`src/rtl/apb3_master_if.sv`:
```
// apb3_master_if: APB3 requester for the control-path register bus.
// It takes one read or write command at a time on a valid/ready port, runs the
// APB3 SETUP and ACCESS phases, waits for PREADY, and returns the read data and
// error status on a valid/ready response port. Every output is a register.
//
// Build option: define APB3_MASTER_TIMEOUT_EN to abort an ACCESS phase that
// has waited TIMEOUT_CYCLES cycles without PREADY. The abort returns
// rsp_slverr = 1 and rsp_timeout = 1. When the macro is undefined, ACCESS
// waits indefinitely and rsp_timeout stays 0.
module apb3_master_if #(
    parameter int ADDR_WIDTH     = 32,
    parameter int DATA_WIDTH     = 32,
    parameter int TIMEOUT_CYCLES = 256
) (
    input  logic                  clk,
    input  logic                  rst,
    // command port
    input  logic                  cmd_valid,
    output logic                  cmd_ready,
    input  logic                  cmd_write,
    input  logic [ADDR_WIDTH-1:0] cmd_addr,
    input  logic [DATA_WIDTH-1:0] cmd_wdata,
    // response port
    output logic                  rsp_valid,
    input  logic                  rsp_ready,
    output logic [DATA_WIDTH-1:0] rsp_rdata,
    output logic                  rsp_slverr,
    output logic                  rsp_timeout,
    // APB3 bus
    output logic [ADDR_WIDTH-1:0] PADDR,
    output logic                  PSEL,
    output logic                  PENABLE,
    output logic                  PWRITE,
    output logic [DATA_WIDTH-1:0] PWDATA,
    input  logic [DATA_WIDTH-1:0] PRDATA,
    input  logic                  PREADY,
    input  logic                  PSLVERR
);

    typedef enum logic [1:0] {IDLE, SETUP, ACCESS, RESP} state_t;

    state_t state;

`ifdef APB3_MASTER_TIMEOUT_EN
    localparam int CNT_W = $clog2(TIMEOUT_CYCLES) + 1;
    // The abort is taken on the wait cycle that would bring the count to TIMEOUT_CYCLES.
    localparam logic [CNT_W-1:0] TO_LAST = CNT_W'(TIMEOUT_CYCLES - 1);
    logic [CNT_W-1:0] to_cnt;
`else
    // Without the timeout option the depth parameter has no effect.
    logic unused_timeout_cycles;
    assign unused_timeout_cycles = ^TIMEOUT_CYCLES;
`endif

    // Transfer sequencer. A single register block drives every output.
    always_ff @(posedge clk) begin
        if (rst) begin
            state       <= IDLE;
            cmd_ready   <= 1'b1;
            rsp_valid   <= 1'b0;
            rsp_rdata   <= '0;
            rsp_slverr  <= 1'b0;
            rsp_timeout <= 1'b0;
            PADDR       <= '0;
            PSEL        <= 1'b0;
            PENABLE     <= 1'b0;
            PWRITE      <= 1'b0;
            PWDATA      <= '0;
`ifdef APB3_MASTER_TIMEOUT_EN
            to_cnt      <= '0;
`endif
        end else begin
            case (state)
                IDLE: begin
                    if (cmd_valid) begin
                        PADDR     <= cmd_addr;
                        PWRITE    <= cmd_write;
                        // A read leaves the last write data on the bus.
                        if (cmd_write) PWDATA <= cmd_wdata;
                        PSEL      <= 1'b1;
                        cmd_ready <= 1'b0;
                        state     <= SETUP;
                    end
                end
                SETUP: begin
                    PENABLE <= 1'b1;
`ifdef APB3_MASTER_TIMEOUT_EN
                    to_cnt  <= '0;
`endif
                    state   <= ACCESS;
                end
                ACCESS: begin
                    if (PREADY) begin
                        // Normal completion has priority over a timeout in the same cycle.
                        rsp_rdata   <= PWRITE ? '0 : PRDATA;
                        rsp_slverr  <= PSLVERR;
                        rsp_timeout <= 1'b0;
                        rsp_valid   <= 1'b1;
                        PSEL        <= 1'b0;
                        PENABLE     <= 1'b0;
                        state       <= RESP;
                    end
`ifdef APB3_MASTER_TIMEOUT_EN
                    else if (to_cnt == TO_LAST) begin
                        rsp_rdata   <= '0;
                        rsp_slverr  <= 1'b1;
                        rsp_timeout <= 1'b1;
                        rsp_valid   <= 1'b1;
                        PSEL        <= 1'b0;
                        PENABLE     <= 1'b0;
                        to_cnt      <= to_cnt + 1'b1;
                        state       <= RESP;
                    end else begin
                        to_cnt <= to_cnt + 1'b1;
                    end
`endif
                end
                RESP: begin
                    if (rsp_ready) begin
                        rsp_valid <= 1'b0;
                        cmd_ready <= 1'b1;
                        state     <= IDLE;
                    end
                end
                default: state <= IDLE;
            endcase
        end
    end

endmodule

```
`config.mk`:
```
export PLATFORM = sky130hd
export DESIGN_NAME = apb3_master_if
export DESIGN_NICKNAME = d
export VERILOG_FILES = /design/src/rtl/apb3_master_if.sv
export SDC_FILE = /design/constraint.sdc
export NUM_CORES = 1
export LEC_CHECK = 0
export ABC_AREA = 1
export CAP_MARGIN = 40
export CORE_AREA = 4 4 103 114
export CTS_BUF_LIST = sky130_fd_sc_hd__clkbuf_4
export DETAILED_ROUTE_END_ITERATION = 16
export DIE_AREA = 0 0 107 118
export GPL_ROUTABILITY_DRIVEN = 0
export GPL_TIMING_DRIVEN = 1
export HOLD_SLACK_MARGIN = 0.1
export PLACE_DENSITY = 0.78
export RECOVER_POWER = 50
export SKIP_LAST_GASP = 1
export SLEW_MARGIN = 5
export SYNTH_ARGS = -nofsm -noshare
export SYNTH_HDL_FRONTEND = slang
export SYNTH_SLANG_ARGS = --single-unit
```
`constraint.sdc`:
```
create_clock -name clk -period 2.36 [get_ports clk]
set_clock_uncertainty 0.05 [all_clocks]
set_input_delay 0.59 -clock clk [delete_from_list [all_inputs] [get_ports clk]]
set_output_delay 0.59 -clock clk [all_outputs]
set_load 0.01 [all_outputs]
```
==> flow_summary.ini, run 1 <==
[clocking]
clkSinkCount = 104
hold_buffers = 0
clk_path_buf_depth = 2
cts.repair.resized = 0
cts_made_buffers = 9
cts_htree_levels = 3
root_buffer = clkbuf_4
cts_tree = yes
post_cts_buffers = 0
worstSkewPairLatency_ps = 430
clkTransAtPathRegs_ps = 150

[final_layout]
fill_cells = 1004
fin_cells = 823
synthToLayoutAreaGrowth_pct = 50.63
fin_nets = 783
drive_gt1_frac = 0.08984

[global_route]
grt_overflow_total = 0
grt_usage = 0.1842
grt_pass1_vias = 3812
top_usage_layer = met2
use_met2 = 0.3307
grt_first_pass_wirelength_um = 18770
use_met1 = 0.2074
gr-usage-met3 = 0.03785
grt_max_degree = 72
antenna_found_initial = 0

[sta]
tns_ps = 0
fin_crit_ps = 2009
hold_viol_final = 0
rsz0062_at_grt = false
fmax_mhz = 497.8
drv_slew = 0
setup_ws_ps = 351.2
slew_headroom = 0.3601
worst_slew_pin_slew_ps = 958.4
final-setup-viol-count = 0
min_period_over_period = 0.8512

[yosys]
ys_warn_count = 0
ys_seq_elements = 104
syn_nets = 595
yosysTopAreaCellShare = 0.5021
synth_cell_types = 27
syn_inst = 486
synthesis.area_um2 = 4146
post_synth_main_area_contributors = dfxtp_1, nor2_1, a21oi_1
yosysTopAreaCell = dfxtp_1
seq_area_frac_synth = 0.5021
postSynthAreaPerCell_um2 = 8.532

[run_status]
status = finished clean

[floorplanning]
core_um2 = 10440
initial_core_util = 0.3971
placementRows = 39
io_pins = 206
chipHeight_um = 118
chipWidth_um = 107
fp.dieArea_um2 = 12630

[placement]
dp_cells = 806
port_buffers = 204
hpwlAfterDp_um = 8926
dp_slack_ps = 267.8

[power_and_ir_drop]
leakage_nw = 2.251
total_power_mw = 5.364
cellPowerDensity_nw_per_um2 = 858.9
peakVddDrop_uv = 584.3

[critical_path]
critPathMaxFanout = 17
reg2reg_depth = 6
r2r-start = state[1]$_SDFFE_PP0P_
end_kind = flip-flop
worstPathRequired_ps = 2690
start_kind = flip-flop
cp.arrival_ps = 2340
cp_top_family = simple AND/OR/NAND/NOR gates
timing.rr.end = PWDATA[3]$_SDFFE_PP0P_
crit_path_top_delay_cell = nand3_1
crit_path_max_incr_delay_ps = 510
critical_path_class = reg -> reg
critPathBufInv = 2
reg2reg_slack_ps = 350
crit_chain = inv_1 > ha_1 > nand3_1 > clkbuf_1 > o21ai_0 > a21oi_1

[drt]
avgViaCountPerCell = 4.708
drc = 0
firstDrtPassIters = 4
vias = 3875
wire_per_inst_um = 14.48
finalWirelength_um = 11920
drt.antenna.violating_nets = 0
drt_iter0_markers = 189

[hold_path]
hold_start = PWDATA[27]$_SDFFE_PP0P_
min_to = PWDATA[27]$_SDFFE_PP0P_
hold_depth = 2
hold_class = reg -> reg

[flow_run]
cap_violations = 0
[synth_stat cells, drive strengths merged]
cell / count
nand2: 49
nor2: 75
ha: 6
dfxtp: 104
clkbuf: 3
a21oi: 65
or2: 1
buf: 30
a31oi: 1
conb: 1
o21ai: 66
nand3: 39
inv: 43
a211oi: 1
clkinv: 2
[layout make-up]
class / instances / area, µm² / area share
Clock buffer: 12 / 90.09 / 0.01442
Inverter: 45 / 178.9 / 0.02865
Antenna cell: 1 / 2.502 / 0.0004006
Multi-Input combinational cell: 304 / 1582 / 0.2532
Tap cell: 143 / 178.9 / 0.02865
Timing Repair Buffer: 210 / 2087 / 0.3341
Sequential cell: 104 / 2082 / 0.3333
Clock inverter: 4 / 45.04 / 0.007212
[metal layers]
metal | wire [µm] | vias to the layer above
met1 | 4646 | 1763
met3 | 732 | 26
met2 | 6186 | 136
met4 | 353 | 0
met5 | 0 | -
li1 | - | 1950
[cell usage in the layout, fill, tap and decap left out, types with 3 or more instances in the layout]
cell	n
clkbuf_4	12
dfxtp_1	104
inv_1	42
ha_1	6
o21ai_1	5
nor2_1	75
clkdlybuf4s50_1	203
nand3_1	20
buf_4	3
a21oi_1	49
o21ai_0	60
nand2_1	48
a21oi_2	16
nand3_2	19
[worst register-to-register path: cells and delay by family (launching register included)]
family | cells | cell delay, ps
and+or+nand+nor | 1 | 510
buffers and inverters | 2 | 490
AOI/OAI and AO/OA | 2 | 270
DFF | 1 | 410
adders and majority gates | 1 | 230
[flip-flops by register name, indices dropped and copies added (netlist names)]
signal,count
rsp_rdata,32
rsp_valid,1
PWRITE,1
PWDATA,32
PENABLE,1
PSEL,1
cmd_ready,1
PADDR,32
rsp_slverr,1
state,2
[stage by stage]
step	cell area, µm²	hold WS, ps	utilization
finish	6246	402.2	0.5981
global route	6243	428.2	0.5979
CTS	6291	407.3	0.6024
detailed placement	6156	387.8	0.5895
global placement	6156	381.4	0.5895
floorplan	4146	415.0	-
[how the worst max path moves through the flow]
| stage | start | to | depth (start not counted) |
|---|---|---|---|
| 6_report | state[1]$_SDFFE_PP0P_ | PWDATA[3]$_SDFFE_PP0P_ | 6 |
| 5_1_grt | state[0]$_SDFFE_PP0P_ | PWDATA[28]$_SDFFE_PP0P_ | 6 |
| 3_3_place_gp | cmd_valid | PADDR[15]$_SDFFE_PP0P_ | 5 |
| 3_5_place_dp | cmd_valid | PADDR[13]$_SDFFE_PP0P_ | 5 |
| 4_1_cts | PWDATA[12]$_SDFFE_PP0P_ | PWDATA[12] | 1 |
| 2_1_floorplan | state[0]$_SDFFE_PP0P_ | rsp_slverr$_SDFFE_PP0P_ | 7 |
[kinds of logic (layout without fill, tap and decap cells)]
| kind of cell | count (synthesis) | in the layout | share of synthesized area |
|---|---|---|---|
| compound gates | 133 | 133 | 0.1807 |
| fa+ha+maj | 6 | 6 | 0.01810 |
| buf+inv | 78 | 271 | 0.1071 |
| flops | 104 | 104 | 0.5021 |
| other cells | 1 | 2 | 0.0009044 |
| simple gates | 164 | 164 | 0.1910 |
[report_power, final]
group          switching, mW  internal [mW]
Sequential             0.189           2.11
Combinational           1.12           1.05
Clock                  0.540          0.354
Note: power is estimated with default switching activity, not from simulation.
==> inputs of run 2 (changes only) <==
--- a/config.mk
+++ b/config.mk
@@ -12,7 +12,6 @@
 export DETAILED_ROUTE_END_ITERATION = 16
 export DIE_AREA = 0 0 107 118
 export GPL_ROUTABILITY_DRIVEN = 0
-export GPL_TIMING_DRIVEN = 1
 export HOLD_SLACK_MARGIN = 0.1
 export PLACE_DENSITY = 0.78
 export RECOVER_POWER = 50
==> results of run 2 <==
The final DEF is identical to that of run 1; final timing and power are the same.
